### src/rtl/aes_block_sequencer.sv
// Block-level controller for the AES HWPE: walks a byte buffer block by block,
// fetching input words, running the engine and writing the output words back.
module aes_block_sequencer #(
  parameter int unsigned WORD_BYTES      = 4,
  parameter int unsigned WORDS_PER_BLOCK = 4,
  parameter int unsigned ADDR_W          = 32,
  parameter int unsigned LEN_W           = 32,
  parameter int unsigned BLK_CNT_W       = 16
) (
  input  logic                               clk,
  input  logic                               reset_n,
  input  logic                               clear,
  input  logic                               start_i,
  input  logic [ADDR_W-1:0]                  in_base_i,
  input  logic [ADDR_W-1:0]                  out_base_i,
  input  logic [LEN_W-1:0]                   byte_len_i,
  output logic                               in_req_start_o,
  input  logic                               in_ready_start_i,
  input  logic                               in_done_i,
  output logic [ADDR_W-1:0]                  in_addr_o,
  output logic                               out_req_start_o,
  input  logic                               out_ready_start_i,
  input  logic                               out_done_i,
  output logic [ADDR_W-1:0]                  out_addr_o,
  output logic                               eng_start_o,
  output logic                               eng_clear_o,
  input  logic                               eng_done_i,
  output logic [$clog2(WORDS_PER_BLOCK):0]   word_idx_o,
  output logic [BLK_CNT_W-1:0]               block_idx_o,
  output logic                               busy_o,
  output logic                               done_o,
  output logic                               err_o
);

  localparam int unsigned WIDX_W = $clog2(WORDS_PER_BLOCK) + 1;
  localparam int unsigned WB_LG  = $clog2(WORD_BYTES);
  localparam int unsigned BB     = WORD_BYTES * WORDS_PER_BLOCK;

  localparam logic [3:0] S_IDLE     = 4'd0;
  localparam logic [3:0] S_LOAD     = 4'd1;
  localparam logic [3:0] S_REQ_IN   = 4'd2;
  localparam logic [3:0] S_WAIT_IN  = 4'd3;
  localparam logic [3:0] S_CRYPT    = 4'd4;
  localparam logic [3:0] S_REQ_OUT  = 4'd5;
  localparam logic [3:0] S_WAIT_OUT = 4'd6;
  localparam logic [3:0] S_NEXT_BLK = 4'd7;
  localparam logic [3:0] S_FINISH   = 4'd8;
  localparam logic [3:0] S_ERROR    = 4'd9;

  logic [3:0]           state_q, state_d;
  logic [ADDR_W-1:0]    in_base_q, in_base_d, out_base_q, out_base_d;
  logic [LEN_W-1:0]     rem_q, rem_d, rem_next;
  logic [WIDX_W-1:0]    nw_q, nw_d, word_idx_q, word_idx_d;
  logic [BLK_CNT_W-1:0] block_idx_q, block_idx_d;
  logic                 last_word;
  logic                 in_req_d, out_req_d, eng_start_d, eng_clear_d;
  logic                 busy_d, done_d, err_d;

  assign last_word = (word_idx_q == nw_q - WIDX_W'(1));
  assign rem_next  = rem_q - (LEN_W'(nw_q) << WB_LG);

  // Word addresses are pure functions of the latched bases and the counters
  assign in_addr_o   = in_base_q + ADDR_W'(block_idx_q) * ADDR_W'(BB)
                     + ADDR_W'(word_idx_q) * ADDR_W'(WORD_BYTES);
  assign out_addr_o  = out_base_q + ADDR_W'(block_idx_q) * ADDR_W'(BB)
                     + ADDR_W'(word_idx_q) * ADDR_W'(WORD_BYTES);
  assign word_idx_o  = word_idx_q;
  assign block_idx_o = block_idx_q;

  // Next-state, datapath and output decode
  always_comb begin
    state_d     = state_q;
    in_base_d   = in_base_q;
    out_base_d  = out_base_q;
    rem_d       = rem_q;
    nw_d        = nw_q;
    word_idx_d  = word_idx_q;
    block_idx_d = block_idx_q;
    eng_start_d = 1'b0;

    case (state_q)
      S_IDLE: begin
        if (start_i) begin
          in_base_d   = in_base_i;
          out_base_d  = out_base_i;
          rem_d       = byte_len_i;
          word_idx_d  = '0;
          block_idx_d = '0;
          if (byte_len_i == '0)
            state_d = S_FINISH;
          else if ((byte_len_i & LEN_W'(WORD_BYTES - 1)) != '0)
            state_d = S_ERROR;
          else
            state_d = S_LOAD;
        end
      end
      S_LOAD: begin
        nw_d       = (rem_q >= LEN_W'(BB)) ? WIDX_W'(WORDS_PER_BLOCK)
                                            : WIDX_W'(rem_q >> WB_LG);
        word_idx_d = '0;
        state_d    = S_REQ_IN;
      end
      S_REQ_IN: if (in_ready_start_i) state_d = S_WAIT_IN;
      S_WAIT_IN: begin
        if (in_done_i) begin
          if (last_word) begin
            word_idx_d  = '0;
            eng_start_d = 1'b1;
            state_d     = S_CRYPT;
          end else begin
            word_idx_d = word_idx_q + WIDX_W'(1);
            state_d    = S_REQ_IN;
          end
        end
      end
      S_CRYPT: if (eng_done_i) state_d = S_REQ_OUT;
      S_REQ_OUT: if (out_ready_start_i) state_d = S_WAIT_OUT;
      S_WAIT_OUT: begin
        if (out_done_i) begin
          if (last_word) begin
            word_idx_d = '0;
            state_d    = S_NEXT_BLK;
          end else begin
            word_idx_d = word_idx_q + WIDX_W'(1);
            state_d    = S_REQ_OUT;
          end
        end
      end
      S_NEXT_BLK: begin
        rem_d       = rem_next;
        block_idx_d = block_idx_q + BLK_CNT_W'(1);
        state_d     = (rem_next == '0) ? S_FINISH : S_LOAD;
      end
      S_FINISH: state_d = S_IDLE;
      S_ERROR:  state_d = S_IDLE;
      default:  state_d = S_IDLE;
    endcase

    if (clear) begin
      state_d     = S_IDLE;
      in_base_d   = '0;
      out_base_d  = '0;
      rem_d       = '0;
      nw_d        = '0;
      word_idx_d  = '0;
      block_idx_d = '0;
      eng_start_d = 1'b0;
    end

    // Moore outputs registered from the next state so they line up with it
    in_req_d    = (state_d == S_REQ_IN);
    out_req_d   = (state_d == S_REQ_OUT);
    eng_clear_d = (state_d == S_IDLE) || (state_d == S_NEXT_BLK);
    busy_d      = (state_d != S_IDLE);
    done_d      = (state_d == S_FINISH);
    err_d       = (state_d == S_ERROR);
  end

  always_ff @(posedge clk or negedge reset_n) begin
    if (!reset_n) begin
      state_q         <= S_IDLE;
      in_base_q       <= '0;
      out_base_q      <= '0;
      rem_q           <= '0;
      nw_q            <= '0;
      word_idx_q      <= '0;
      block_idx_q     <= '0;
      in_req_start_o  <= 1'b0;
      out_req_start_o <= 1'b0;
      eng_start_o     <= 1'b0;
      eng_clear_o     <= 1'b0;
      busy_o          <= 1'b0;
      done_o          <= 1'b0;
      err_o           <= 1'b0;
    end else begin
      state_q         <= state_d;
      in_base_q       <= in_base_d;
      out_base_q      <= out_base_d;
      rem_q           <= rem_d;
      nw_q            <= nw_d;
      word_idx_q      <= word_idx_d;
      block_idx_q     <= block_idx_d;
      in_req_start_o  <= in_req_d;
      out_req_start_o <= out_req_d;
      eng_start_o     <= eng_start_d;
      eng_clear_o     <= eng_clear_d;
      busy_o          <= busy_d;
      done_o          <= done_d;
      err_o           <= err_d;
    end
  end

endmodule

### config.mk
export PLATFORM = sky130hd
export DESIGN_NAME = aes_block_sequencer
export DESIGN_NICKNAME = d
export VERILOG_FILES = /design/src/rtl/aes_block_sequencer.sv
export SDC_FILE = /design/constraint.sdc
export NUM_CORES = 1
export LEC_CHECK = 0
export BUFFER_PORTS_ARGS = -buffer_cell sky130_fd_sc_hd__buf_2
export CORE_MARGIN = 5
export CORE_UTILIZATION = 30
export DETAILED_ROUTE_END_ITERATION = 10
export PLACE_DENSITY_LB_ADDON = 0.2
export SETUP_SLACK_MARGIN = 0.4
export SLEW_MARGIN = 5
export SYNTH_ARGS = -nofsm -noshare
export SYNTH_HDL_FRONTEND = slang
export SYNTH_SLANG_ARGS = --single-unit
### constraint.sdc
create_clock -name clk -period 5.8 [get_ports clk]
set_input_delay 0.58 -clock clk [delete_from_list [all_inputs] [get_ports clk]]
set_output_delay 0.58 -clock clk [all_outputs]
set_load 0.005 [all_outputs]
Word-level counts from Yosys, hierarchy flattened
Index checks and enable logic that the tools add are counted.
{"block": "word_totals", "ff_bits": 129, "in_bits": 105, "output_inout_bits": 90, "elab_cells": 92}
{"block": "classes", "add_sub_neg": 8, "n_lt_le_gt_ge": 1, "n_eq_ne": 16, "mux": 38, "reduce_logical": 15}
{"operator": "$mux W32", "n": 8}
{"operator": "$add A32 B20 Y32", "n": 2}
{"operator": "$add A32 B5 Y32", "n": 2}
{"operator": "$logic_not A32 Y1", "n": 2}
{"operator": "$pmux W32 S2", "n": 1}
{"operator": "$mux W4", "n": 10}
{"operator": "$ge A32 B5 Y1 const B", "n": 1}
{"operator": "$mux W16", "n": 2}
{"operator": "$pmux W16 S2", "n": 1}
{"operator": "$pmux W4 S8", "n": 1}
{"operator": "$reduce_bool A32 Y1", "n": 1}
{"operator": "$sub A32 B5 Y32", "n": 1}
{"operator": "$mux W3", "n": 9}
{"operator": "$eq A4 B3 Y1 const B", "n": 6}
{"operator": "$add A16 B1 Y16 const B", "n": 1}
{"operator": "$eq A4 B2 Y1 const B", "n": 3}
{"operator": "$pmux W3 S4", "n": 1}
{"operator": "$ne A3 B3 Y1 const B", "n": 3}
{"operator": "$eq A4 B4 Y1 const B", "n": 2}
{"operator": "$logic_not A4 Y1", "n": 2}
{"operator": "$reduce_bool A2 Y1", "n": 3}
{"operator": "$reduce_bool A5 Y1", "n": 1}
{"operator": "$eq A4 B1 Y1 const B", "n": 1}
{"operator": "$mux W1", "n": 4}
{"operator": "9 further kinds", "n": 10}

Longest topological paths before layout
{"block": "logic_depth", "depth_word": 8, "ltp_mapped": 11, "mapped_depth_nobuf": 11}

Worst setup path after synthesis
OpenSTA, ideal clock, no wires.
{"block": "synth_timing", "path_type": "flip-flop to output port", "startpoint": "reg word_idx_q[2] (netlist: word_idx_o[2])", "endpoint": "out out_addr_o[20]", "t_arrival_ps": 3407, "t_required_ps": 5220, "path_slack_ps": 1813, "path_stages_with_launch": 11, "path_buffers": 0, "path_cell_list": "dfrtp_1 fa_1 ha_1 a21o_1 a21oi_1 o21ai_0 a2111oi_0 nor4_1 o31ai_1 nor2b_1 xnor2_1"}
{"block": "synth_between", "elab_chain_cells": 1}
{"element": "start, declared", "line": "53", "rtl": "logic [WIDX_W-1:0] nw_q, nw_d, word_idx_q, word_idx_d;"}
{"element": "start signal, assigned", "line": "181", "rtl": "word_idx_q <= word_idx_d;"}
{"element": "$add A32 B5 Y32", "line": "66", "rtl": "+ ADDR_W'(word_idx_q) * ADDR_W'(WORD_BYTES);"}
{"element": "end, declared", "line": "24", "rtl": "output logic [ADDR_W-1:0] out_addr_o,"}
Every way passes these cells.

Final worst setup path
{"block": "layout_timing", "startpoint": "reg block_idx_q[0] (netlist: block_idx_o[0])", "endpoint": "out out_addr_o[26]"}
{"block": "layout_between", "elab_chain_cells": 2}
{"element": "start, declared", "line": "54", "rtl": "logic [BLK_CNT_W-1:0] block_idx_q, block_idx_d;"}
{"element": "start signal, assigned", "line": "182", "rtl": "block_idx_q <= block_idx_d;"}
{"element": "$add A32 B20 Y32", "line": "65", "rtl": "assign out_addr_o = out_base_q + ADDR_W'(block_idx_q) * ADDR_W'(BB)"}
{"element": "$add A32 B5 Y32", "line": "66"}
Every way passes these cells.

==> summary.md <==
| Metric | Value |
|---|---|
| Outcome | finished, final reports clean |
| Count of antenna diodes in the layout | 0 |
| Total I/O pin count | 195 |
| Actual transition at the worst max-transition pin | 0.9282 ns |
| WL per Instance | 18.41 microns |
| Avg Inst Size Synth | 8.271 sq um |
| Number of DRC violations after detailed routing | 0 |
| Flops & latches, synth | 129 |
| Sequential share of power | 0.360 |
| Share of post-route cells with drive strength above 1 | 0.1962 |
| Post-route standard cell area excluding fillers | 11,260 sq um |
| Worst R2R End | in_req_start_o$_DFF_PN0_ |
| Clock-pin slew on the worst setup and hold paths | 0.06 ns |
| Worst min-delay path class | in -> async |
| Max_cap viols | 0 |
| Power spent charging and discharging nets | 1.021 mW |
| Cells after Synth | 1,132 |
| Util after Layout | 0.3671 |
| Number of nets in the synthesized netlist | 1,318 |
| GP Congestion | 0.8294 |
| Critical setup path kind | reg -> out |
| Post-CTS Hold Buffers | 0 |
| Most used flip-flop cell after synthesis | sky130_fd_sc_hd__dfrtp_1 |
| Die Footprint | 34,840 sq um |
| Count of TritonRoute iterations in the first routing pass | 5 |
| Die Ht | 186.7 microns |
| Fin Clk Skew | 0.008933 ns |
| CTS tree | built |
| Critical path endpoint category | output port |
| Half-perimeter wire length after placement | 23,250 microns |
| Unrepaired setup endpoints after global routing | false |
| Global-route wire length before repair | 49,960 microns |
| Cell area after synthesis | 9363 sq um |
| Area Growth Syn to Fin | 20.26% |
| Total overflow reported by the global router | 0 |
| Total count of hold-check failures in the final report | 0 |
| Number of enable flip-flop cells after synthesis | 0 |
| Critical Path Start Type | flop |
| Starting density of the core | 0.3053 |
| Dpl cell area | 10,650 sq um |
| Sw frac | 0.3409 |
| Period utilization | 0.8606 |
| Register-to-register setup slack | 2.05 ns |
| Internal power contribution | 1.974 mW |
| Via count normalized by instance count | 5.290 |
| Number of max-slew violations in the final report | 0 |
| Slew HR | 0.3770 |
| Leakage dissipation | 5.404 nW |
| PortBufs | 194 |
| Overall die width | 186.7 microns |
| Asr flop ratio synth | 1.000 |
| Sequential-to-total area share from yosys stat | 0.3448 |
| R2r worst-path depth | 10 |
| Maximum clock rate | 0.2003 GHz |
| CTS H-tree lvls | 4 |
| Maximum number of pins on one net before global-route repair | 79 |
| Number of vias after detailed routing | 8,971 |
| Sum Neg Setup Slack | 0 ns |
| Share of total power in combinational logic | 0.261 |
| Gr usage total | 0.1758 |
| Setup bufs post-CTS | 0 |
| # nets final | 1,474 |
| Vias in the first global route | 8,917 |
| Core Box Area | 30,670 sq um |
| Clock period minus worst slack | 4.991 ns |
| Maximum buffer depth of the clock tree | 2 |
| P per Cell Area | 266.0 nW/um^2 |
| Row count | 64 |
| Number of antenna violations at the first check in global routing | 1 |
| Number of clock sinks | 129 |
| Count of cells resized by post-cts repair | 0 |
| Clk network pwr share | 0.379 |
| Clk Latency, worst-skew pair | 0.43 ns |
| DRT Wirelength | 31,220 microns |
| Synth unique cells | 73 |
| Worst R2R Start | nw_q[2]$_DFFE_PN0P_ |
| CTS Root Buffer Type | sky130_fd_sc_hd__clkbuf_16 |
| Total of warnings raised by yosys | 0 |
| Antenna Violating Nets Remaining | 0 |
| Crit path DAT | 4.41 ns |
| Critical path required time | 5.22 ns |
| Cts bufs inserted | 17 |
| Final setup violation count | 0 |
| Maximum fanout along the worst path | 8 |
| Worst IR drop on VDD | 0.0001915 V |
| DRC violation total after the first TritonRoute iteration | 512 |
==> metal layers <==
layer | vias up | share of wire | track usage
li1 | 4380 | - | -
met1 | 4358 | 0.46 | 0.2338
met2 | 191 | 0.47 | 0.2853
met3 | 40 | 0.048 | 0.03905
met4 | 2 | 0.024 | 0.05661
met5 | - | 0.00042 | 0
==> logic make-up after synthesis <==
logic type / Yosys count / share of synthesized area
adders and majority gates: 81 / 0.1123
and+or+nand+nor: 488 / 0.2487
muxes: 8 / 0.008820
AOI/OAI and AO/OA: 266 / 0.1807
xor gates and xnor gates: 68 / 0.06521
buffers and inverters: 92 / 0.03956
DFF: 129 / 0.3448
==> layout by cell type (no fill, tap or decap), drive strengths merged, types with 7 or more instances in the layout <==
cell	Yosys	final
nand2b	7	7
nor2	81	81
ha	76	76
nand3b	7	7
nand2	215	215
xnor2	30	30
nor4	29	29
dfrtp	129	129
xor2	37	37
buf	17	200
clkbuf	46	19
nand4	16	16
and3	18	18
inv	29	30
o21ai	31	31
nor3	43	43
o21a	7	7
nor2b	10	10
nand3	19	19
or3	10	10
or2	7	7
a211oi	25	25
a31oi	7	7
a21oi	117	117
a21o	11	11
o21bai	8	8
==> flip-flops by register name (all words and copies together) (netlist names) <==
signal           cells
out_base_q          32
block_idx_o         16
rem_q               32
busy_o               1
nw_q                 3
state_q              4
out_req_start_o      1
done_o               1
eng_start_o          1
in_req_start_o       1
word_idx_o           3
eng_clear_o          1
err_o                1
in_base_q           32
==> worst max path at each step <==
stage               slack, ns             end                  startpoint
floorplan                1.81  out_addr_o[20]   word_idx_o[2]$_DFFE_PN0P_
global placement         1.16  out_addr_o[26]  block_idx_o[0]$_DFFE_PN0P_
detailed placement       1.10  out_addr_o[28]  block_idx_o[0]$_DFFE_PN0P_
CTS                      0.63  out_addr_o[28]  block_idx_o[0]$_DFFE_PN0P_
global route             0.44  out_addr_o[24]  block_idx_o[0]$_DFFE_PN0P_
finish                   0.81  out_addr_o[26]  block_idx_o[0]$_DFFE_PN0P_
==> per-stage QoR <==
step | hold slack, ns | std cells | total power [mW] | setup slack, ns
2_1_floorplan | 0.2844 | 1132 | 1.596 | 1.813
3_3_place_gp | 0.5075 | 1665 | 1.880 | 1.159
3_5_place_dp | 0.5139 | 1665 | 1.886 | 1.098
4_1_cts | 0.2239 | 1696 | 3.037 | 0.6252
5_1_grt | 0.2593 | 1696 | 3.176 | 0.4364
6_report | 0.1865 | 1696 | 2.996 | 0.8087
==> cell type report <==
cell class | instances | area [sq um]
Tap cell | 396 | 495.5
Inverter | 29 | 108.9
Clock inverter | 12 | 158.9
Timing Repair Buffer | 200 | 1025
Fill cell | 3230 | 19410
Sequential cell | 129 | 3228
Multi-Input combinational cell | 911 | 5791
Clock buffer | 19 | 452.9
==> cells in the mapped netlist, types with 7 or more instances <==
cell type	count	area, sq um
sky130_fd_sc_hd__xnor2_1	30	262.8
sky130_fd_sc_hd__and3_1	18	112.6
sky130_fd_sc_hd__or3_1	9	56.30
sky130_fd_sc_hd__a31oi_1	7	43.79
sky130_fd_sc_hd__ha_1	76	950.9
sky130_fd_sc_hd__nand2_1	215	807.0
sky130_fd_sc_hd__o21bai_1	8	60.06
sky130_fd_sc_hd__o21ai_0	30	150.1
sky130_fd_sc_hd__nor3_1	42	210.2
sky130_fd_sc_hd__clkbuf_1	46	172.7
sky130_fd_sc_hd__nand3_1	19	95.09
sky130_fd_sc_hd__buf_1	10	37.54
sky130_fd_sc_hd__nand3b_1	7	52.55
sky130_fd_sc_hd__inv_1	29	108.9
sky130_fd_sc_hd__dfrtp_1	129	3228
sky130_fd_sc_hd__nor4_1	27	168.9
sky130_fd_sc_hd__or2_2	7	43.79
sky130_fd_sc_hd__a21o_1	11	82.58
sky130_fd_sc_hd__nor2b_1	10	62.56
sky130_fd_sc_hd__nor2_1	81	304.0
sky130_fd_sc_hd__nand4_1	16	100.1
sky130_fd_sc_hd__a21oi_1	116	580.6
sky130_fd_sc_hd__xor2_1	37	324.1
sky130_fd_sc_hd__a211oi_1	25	187.7
sky130_fd_sc_hd__o21a_1	7	52.55
==> power by group through the flow <==
stage	registers [mW]	clock network, mW	logic (mW)
2_1_floorplan	1.06	0	0.539
3_3_place_gp	1.09	0	0.788
3_5_place_dp	1.09	0	0.793
4_1_cts	1.08	1.16	0.796
5_1_grt	1.09	1.20	0.882
6_report	1.08	1.13	0.782
==> worst max-delay path, cell delays in order (launching register included) <==
cell and delay, ns:
sky130_fd_sc_hd__dfrtp_1 0.53, sky130_fd_sc_hd__fa_1 0.52, sky130_fd_sc_hd__ha_1 0.31, sky130_fd_sc_hd__a21o_1 0.17, sky130_fd_sc_hd__a21oi_1 0.25, sky130_fd_sc_hd__o21ai_0 0.21
sky130_fd_sc_hd__a2111oi_1 0.61, sky130_fd_sc_hd__nor4_1 0.19, sky130_fd_sc_hd__o31ai_1 0.67, sky130_fd_sc_hd__a211oi_1 0.19, sky130_fd_sc_hd__xor2_1 0.18, sky130_fd_sc_hd__buf_2 0.14
No activity file was read; power rests on OpenSTA's default activity.
